File: config.mk
export PLATFORM = sky130hd
export DESIGN_NAME = rca_key_pipe_stage
export DESIGN_NICKNAME = d
export VERILOG_FILES = /design/src/rtl/rca_key_pipe_stage.sv
export SDC_FILE = /design/constraint.sdc
export NUM_CORES = 1
export LEC_CHECK = 0
export ABC_CLOCK_PERIOD_IN_PS = 3100
export CAP_MARGIN = 20
export CORE_MARGIN = 10
export CORE_UTILIZATION = 46
export DETAILED_ROUTE_END_ITERATION = 16
export PLACE_DENSITY_LB_ADDON = 0.05
export SYNTH_ARGS = -nofsm -noshare
export SYNTH_HDL_FRONTEND = slang
export SYNTH_SLANG_ARGS = --single-unit
File: constraint.sdc
create_clock -name clk_i -period 3.1 [get_ports clk_i]
set_input_delay 0.31 -clock clk_i [delete_from_list [all_inputs] [get_ports clk_i]]
set_output_delay 0.31 -clock clk_i [all_outputs]
set_load 0.05 [all_outputs]
File: src/rtl/rca_key_pipe_stage.sv
// Key loader and two-stage operand/result pipeline wrapped around a key-locked 32-bit ripple carry adder.
// Optional build macro RCA_KEY_LOCK_EN makes the committed key write-once until reset.
module rca_key_pipe_stage #(
  parameter int DATA_W  = 32,
  parameter int KEY_W   = 64,
  parameter int CHUNK_W = 8
) (
  input  logic                clk_i,
  input  logic                rst_i,
  input  logic                key_start_i,
  input  logic [CHUNK_W-1:0]  key_data_i,
  input  logic                key_valid_i,
  output logic                key_ready_o,
  output logic                key_loaded_o,
  output logic [KEY_W-1:0]    keyinput_o,
  input  logic                op_valid_i,
  output logic                op_ready_o,
  input  logic [DATA_W-1:0]   add1_i,
  input  logic [DATA_W-1:0]   add2_i,
  output logic [DATA_W-1:0]   add1_o,
  output logic [DATA_W-1:0]   add2_o,
  input  logic [DATA_W:0]     result_i,
  output logic [DATA_W:0]     result_o,
  output logic                res_valid_o,
  input  logic                res_ready_i
);

  localparam int BEATS = KEY_W / CHUNK_W;
  localparam int CNT_W = (BEATS > 1) ? $clog2(BEATS) : 1;

  typedef enum logic [1:0] {
    ST_IDLE,
    ST_LOAD,
    ST_READY
  } state_e;

  state_e              state_q, state_d;
  logic [CNT_W-1:0]    beat_cnt_q, beat_cnt_d;
  logic [KEY_W-1:0]    shadow_q, shadow_d;
  logic [KEY_W-1:0]    key_q, key_d;
  logic                key_loaded_q, key_loaded_d;
  logic                reload_pend_q, reload_pend_d;
  logic [DATA_W-1:0]   add1_q, add1_d;
  logic [DATA_W-1:0]   add2_q, add2_d;
  logic                s1_valid_q, s1_valid_d;
  logic [DATA_W:0]     result_q, result_d;
  logic                res_valid_q, res_valid_d;

  logic                start_ok;
  logic                beat_acc;
  logic                last_beat;
  logic                adv2;
  logic                op_acc;
  logic                pipe_empty;

  // Once a key is committed in the locked build, further load requests are dead.
`ifdef RCA_KEY_LOCK_EN
  assign start_ok = key_start_i & ~key_loaded_q;
`else
  assign start_ok = key_start_i;
`endif

  assign last_beat  = (beat_cnt_q == CNT_W'(BEATS - 1));
  assign pipe_empty = ~s1_valid_q & ~res_valid_q;

  // State register.
  // NOTE: sequential state is updated with non-blocking assignments only, so every
  // flop samples pre-edge values regardless of process ordering.
  always_ff @(posedge clk_i) begin
    if (rst_i) state_q <= ST_IDLE;
    else       state_q <= state_d;
  end

  // Next-state logic.
  // NOTE: every combinational output gets a default at the top of the block so no
  // path leaves it unassigned and no latch is inferred.
  always_comb begin
    state_d = state_q;
    unique case (state_q)
      ST_IDLE:  if (start_ok) state_d = ST_LOAD;
      ST_LOAD:  if (beat_acc && last_beat) state_d = ST_READY;
      ST_READY: if (reload_pend_q && pipe_empty) state_d = ST_LOAD;
      default:  state_d = ST_IDLE;
    endcase
  end

  // Output / handshake logic derived from the current state.
  always_comb begin
    key_ready_o = 1'b0;
    beat_acc    = 1'b0;
    adv2        = ~res_valid_q | res_ready_i;
    op_ready_o  = 1'b0;
    if (state_q == ST_LOAD) begin
      key_ready_o = 1'b1;
      // A restart in the same cycle as a beat drops the beat.
      beat_acc    = key_valid_i & ~start_ok;
    end
    if (state_q == ST_READY) begin
      op_ready_o = ~reload_pend_q & (~s1_valid_q | adv2);
    end
    op_acc = op_valid_i & op_ready_o;
  end

  // Key shadow, commit and reload bookkeeping.
  always_comb begin
    beat_cnt_d    = beat_cnt_q;
    shadow_d      = shadow_q;
    key_d         = key_q;
    key_loaded_d  = key_loaded_q;
    reload_pend_d = reload_pend_q;
    if (state_q == ST_LOAD) begin
      if (start_ok) begin
        beat_cnt_d = '0;
        shadow_d   = '0;
      end else if (beat_acc) begin
        shadow_d[beat_cnt_q*CHUNK_W +: CHUNK_W] = key_data_i;
        if (last_beat) begin
          key_d        = shadow_d;
          key_loaded_d = 1'b1;
          beat_cnt_d   = '0;
        end else begin
          beat_cnt_d = beat_cnt_q + 1'b1;
        end
      end
    end
    if (state_q == ST_READY) begin
      if (state_d == ST_LOAD) reload_pend_d = 1'b0;
      else if (start_ok)      reload_pend_d = 1'b1;
    end
  end

  // Operand stage and result stage; s1 and the result register stall together.
  always_comb begin
    add1_d      = add1_q;
    add2_d      = add2_q;
    s1_valid_d  = s1_valid_q;
    result_d    = result_q;
    res_valid_d = res_valid_q;
    if (adv2) begin
      res_valid_d = s1_valid_q;
      if (s1_valid_q) result_d = result_i;
      s1_valid_d = 1'b0;
    end
    if (op_acc) begin
      add1_d     = add1_i;
      add2_d     = add2_i;
      s1_valid_d = 1'b1;
    end
  end

  // NOTE: the key shadow is a plain register bank rather than a memory, and it is
  // cleared on reset so no stale key bits survive a reset.
  always_ff @(posedge clk_i) begin
    if (rst_i) begin
      beat_cnt_q    <= '0;
      shadow_q      <= '0;
      key_q         <= '0;
      key_loaded_q  <= 1'b0;
      reload_pend_q <= 1'b0;
      add1_q        <= '0;
      add2_q        <= '0;
      s1_valid_q    <= 1'b0;
      result_q      <= '0;
      res_valid_q   <= 1'b0;
    end else begin
      beat_cnt_q    <= beat_cnt_d;
      shadow_q      <= shadow_d;
      key_q         <= key_d;
      key_loaded_q  <= key_loaded_d;
      reload_pend_q <= reload_pend_d;
      add1_q        <= add1_d;
      add2_q        <= add2_d;
      s1_valid_q    <= s1_valid_d;
      result_q      <= result_d;
      res_valid_q   <= res_valid_d;
    end
  end

  assign keyinput_o   = key_q;
  assign key_loaded_o = key_loaded_q;
  assign add1_o       = add1_q;
  assign add2_o       = add2_q;
  assign result_o     = result_q;
  assign res_valid_o  = res_valid_q;

endmodule

==> summary.md <==
| Metric | Value |
|---|---|
| Layout fillers | `1,579` |
| Final setup fails | `0` |
| Family with the most delay on the worst path | `buffers and inverters` |
| GRT overflow | `0` |
| Initial Util | `46.7%` |
| CTS resizes | `0` |
| Clk pin slew, worst setup/hold paths | `0.06 ns` |
| Initial antenna violation count | `1` |
| Crit path max fanout | `7` |
| Mapped cell area | `0.00874 sq mm` |
| Routed vias/inst | `5.36` |
| Share of cells above drive strength 1 | `5.48%` |
| Place WS | `0.482 ns` |
| Maximum VDD drop | `0.332 mV` |
| Routed wire length | `29,100 um` |
| Core area | `0.0187 sq mm` |
| Rel. slew slack | `48.1%` |
| CP arrival | `2.37 ns` |
| Drt initial violations | `519` |
| Critical-path cell list | `nor2b_1 > and3b_1 > clkdlybuf4s50_1` |
| Post-route insts no fill | `1,475` |
| Synth Instances | `987` |
| RSZ-0062 raised after global routing | `false` |
| CTS tree | `done` |
| Flops & latches, synth | `234` |
| Final Cycle Share | `86.5%` |
| Synthesized area per cell | `8.86 sq um` |
| Critical Path Source Type | `register` |
| Placed cells | `1,432` |
| First-pass GRT wire length | `43,700 um` |
| Site Rows | `50` |
| Hold Buf Count CTS | `0` |
| Hold Path Class | `in -> reg` |
| Async SR Flop Fraction | `0%` |
| Number of cells on the worst reg-to-reg path | `7` |
| Ports | `276` |
| Buffers added on ports | `275` |
| Routed wire per std cell | `19.7 um` |
| Die footprint | `0.0249 sq mm` |
| Setup Buffers After CTS | `0` |
| Die X | `158 um` |
| Ant diodes | `0` |
| WP data required | `2.79 ns` |
| # H-tree levels | `1` |
| Post-synth cell types | `42` |
| Cell Pwr Density | `502 mW/mm^2` |
| Residual DRC | `0` |
| 1st-pass router iterations | `4` |
| Max Buffers Root-to-Sink | `3` |
| Reg2reg start | `beat_cnt_q[0]$_SDFFE_PP0P_` |
| Post-Syn Nets | `1,102` |
| Max cap viols | `0` |
| Worst setup EP type | `primary output` |
| PnR worst setup slack | `0.420 ns` |
| EDFF count, synth | `0` |
| Nets | `1,340` |
| Worst stage delay on the critical path | `0.87 ns` |
| Number of routed nets with antenna violations | `0` |
| Final Max Slew Viols | `0` |
| Status | `finished, final reports clean` |
| Synth-to-layout area growth | `41.7%` |
| Critical path origin | `state_q[1]$_SDFF_PP0_` |
| P_leak | `4.02 nW` |
| Clk_lat worst skew | `0.52 ns` |
| Seq/Total Area, Yosys | `53.6%` |
| Flop-to-flop setup slack | `0.42 ns` |
| Tightest Pin Transition | `0.776 ns` |
| Clk root buf | `clkbuf_16` |
| Min Tclk post-route | `2.68 ns` |
| Max Fclk | `373 MHz` |
| Skew final | `0.0144 ns` |
| Crit. path cell count | `3` |
| Vias in the first global route | `7,508` |
| Worst path buffer plus inverter count | `1` |
| Slowest-stage cell, CP | `clkdlybuf4s50_1` |
| Total CTS buffers | `25` |
| Crit Path Category | `reg -> out` |
| CP Capture Point | `op_ready_o` |
| GRT Util Overall | `22.1%` |
| Primary FF master, synth | `dfxtp_1` |
| R2r endpoint | `shadow_q[43]$_SDFFE_PP0P_` |
| Synth Warn # | `0` |
| Final Hold Viols | `0` |
| HPWL Detailed | `20,100 um` |
| Clock sink count | `234` |
| Setup TNS | `0 ns` |
| Largest net degree at the start of global routing | `111` |
| DIE HEIGHT | `158 um` |
| Placer Congestion | `0.853` |
| Via count | `7,906` |
per-stage QoR:
stage | total power, mW | cell area [sq um] | utilization (%) | hold slack (ns)
global placement | 3.40 | 11600 | 62.0 | 0.441
detailed placement | 3.40 | 11600 | 62.0 | 0.445
global route | 6.44 | 12400 | 66.2 | 0.274
floorplan | 3.21 | 8740 | - | 0.432
CTS | 6.29 | 12400 | 66.2 | 0.241
finish | 6.22 | 12400 | 66.2 | 0.275
area by class of cell:
type | count | area [sq um] | share of cell area (%)
Clock inverter | 7 | 88.8 | 0.717
Timing Repair Buffer | 290 | 2900 | 23.4
Multi-Input combinational cell | 670 | 3700 | 29.9
Clock buffer | 36 | 697 | 5.63
Tap cell | 234 | 293 | 2.36
Sequential cell | 234 | 4680 | 37.8
Inverter | 4 | 15.0 | 0.121
cells by family after synthesis:
logic type / Yosys count / share of synthesized area (%)
and+or+nand+nor: 387 / 18.4
muxes: 31 / 3.55
DFF: 234 / 53.6
buffers and inverters: 83 / 4.11
adders and majority gates: 4 / 0.573
AOI/OAI and AO/OA: 248 / 19.8
per-layer routing:
metal / GRT usage [%] / routed length [um] / up-vias
li1: - / - / 3891
met1: 26.6 / 11700 / 3682
met2: 37.1 / 13800 / 281
met3: 6.95 / 2920 / 50
met4: 6.63 / 669 / 2
met5: 0 / 11 / -
flip-flops by register name, summed over array words and instances (netlist names):
| register | count |
|---|---|
| shadow_q | 64 |
| reload_pend_q | 1 |
| key_loaded_o | 1 |
| add1_o | 32 |
| res_valid_o | 1 |
| keyinput_o | 64 |
| add2_o | 32 |
| beat_cnt_q | 3 |
| s1_valid_q | 1 |
| result_o | 33 |
| state_q | 2 |
worst min path at each step:
stage | from | endpoint | cells after the start
after floorplan | shadow_q[0]$_SDFFE_PP0P_ | shadow_q[0]$_SDFFE_PP0P_ | 1
after global placement | add2_o[13]$_SDFFE_PP0P_ | add2_o[13]$_SDFFE_PP0P_ | 2
after detailed placement | add1_o[9]$_SDFFE_PP0P_ | add1_o[9]$_SDFFE_PP0P_ | 2
after CTS | rst_i | beat_cnt_q[2]$_SDFFE_PP0P_ | 2
after global routing | rst_i | beat_cnt_q[2]$_SDFFE_PP0P_ | 2
final | rst_i | add1_o[17]$_SDFFE_PP0P_ | 2
cells in the mapped netlist (3+ instances only):
master | n | share of area (%)
and4bb_2 | 3 | 0.43
clkbuf_1 | 49 | 2.1
nand3_1 | 3 | 0.17
buf_1 | 3 | 0.13
a211oi_1 | 35 | 3.0
and3_1 | 3 | 0.21
mux2i_1 | 31 | 3.5
buf_2 | 23 | 1.3
nor2b_1 | 3 | 0.21
nor2_1 | 80 | 3.4
a21oi_1 | 104 | 6.0
inv_1 | 4 | 0.17
nand2b_1 | 12 | 0.86
nand2_1 | 267 | 11
a22o_1 | 16 | 1.6
a311oi_1 | 32 | 3.2
ha_1 | 4 | 0.57
buf_4 | 3 | 0.26
o2bb2ai_1 | 46 | 4.6
o21ai_2 | 4 | 0.40
dfxtp_1 | 234 | 54
cell usage in the layout (no fill, tap or decap), drive strengths merged, types with 6 or more instances in the layout:
master	count
dfxtp	234
nor2	80
o21ai	6
a211oi	35
a311oi	32
clkbuf	36
buf	16
mux2i	31
a21oi	106
clkdlybuf4s50	274
o2bb2ai	46
a22o	16
nand2	267
nand2b	12
power breakdown:
part	internal, mW	switching [mW]	total [mW]
Clock	1.72	1.16	2.88
Sequential	3.01	0.00473	3.02
Combinational	0.161	0.165	0.326
Total	4.89	1.33	6.22
worst reg2reg max path: stages, from the launching register on:
cell and delay, ns:
dfxtp_1 0.54, inv_1 0.13, ha_1 0.22, ha_1 0.39
and4bb_2 0.38, nand2b_1 0.20, a21oi_1 0.56, o2bb2ai_1 0.18
Note: power is estimated with default switching activity, not from simulation.
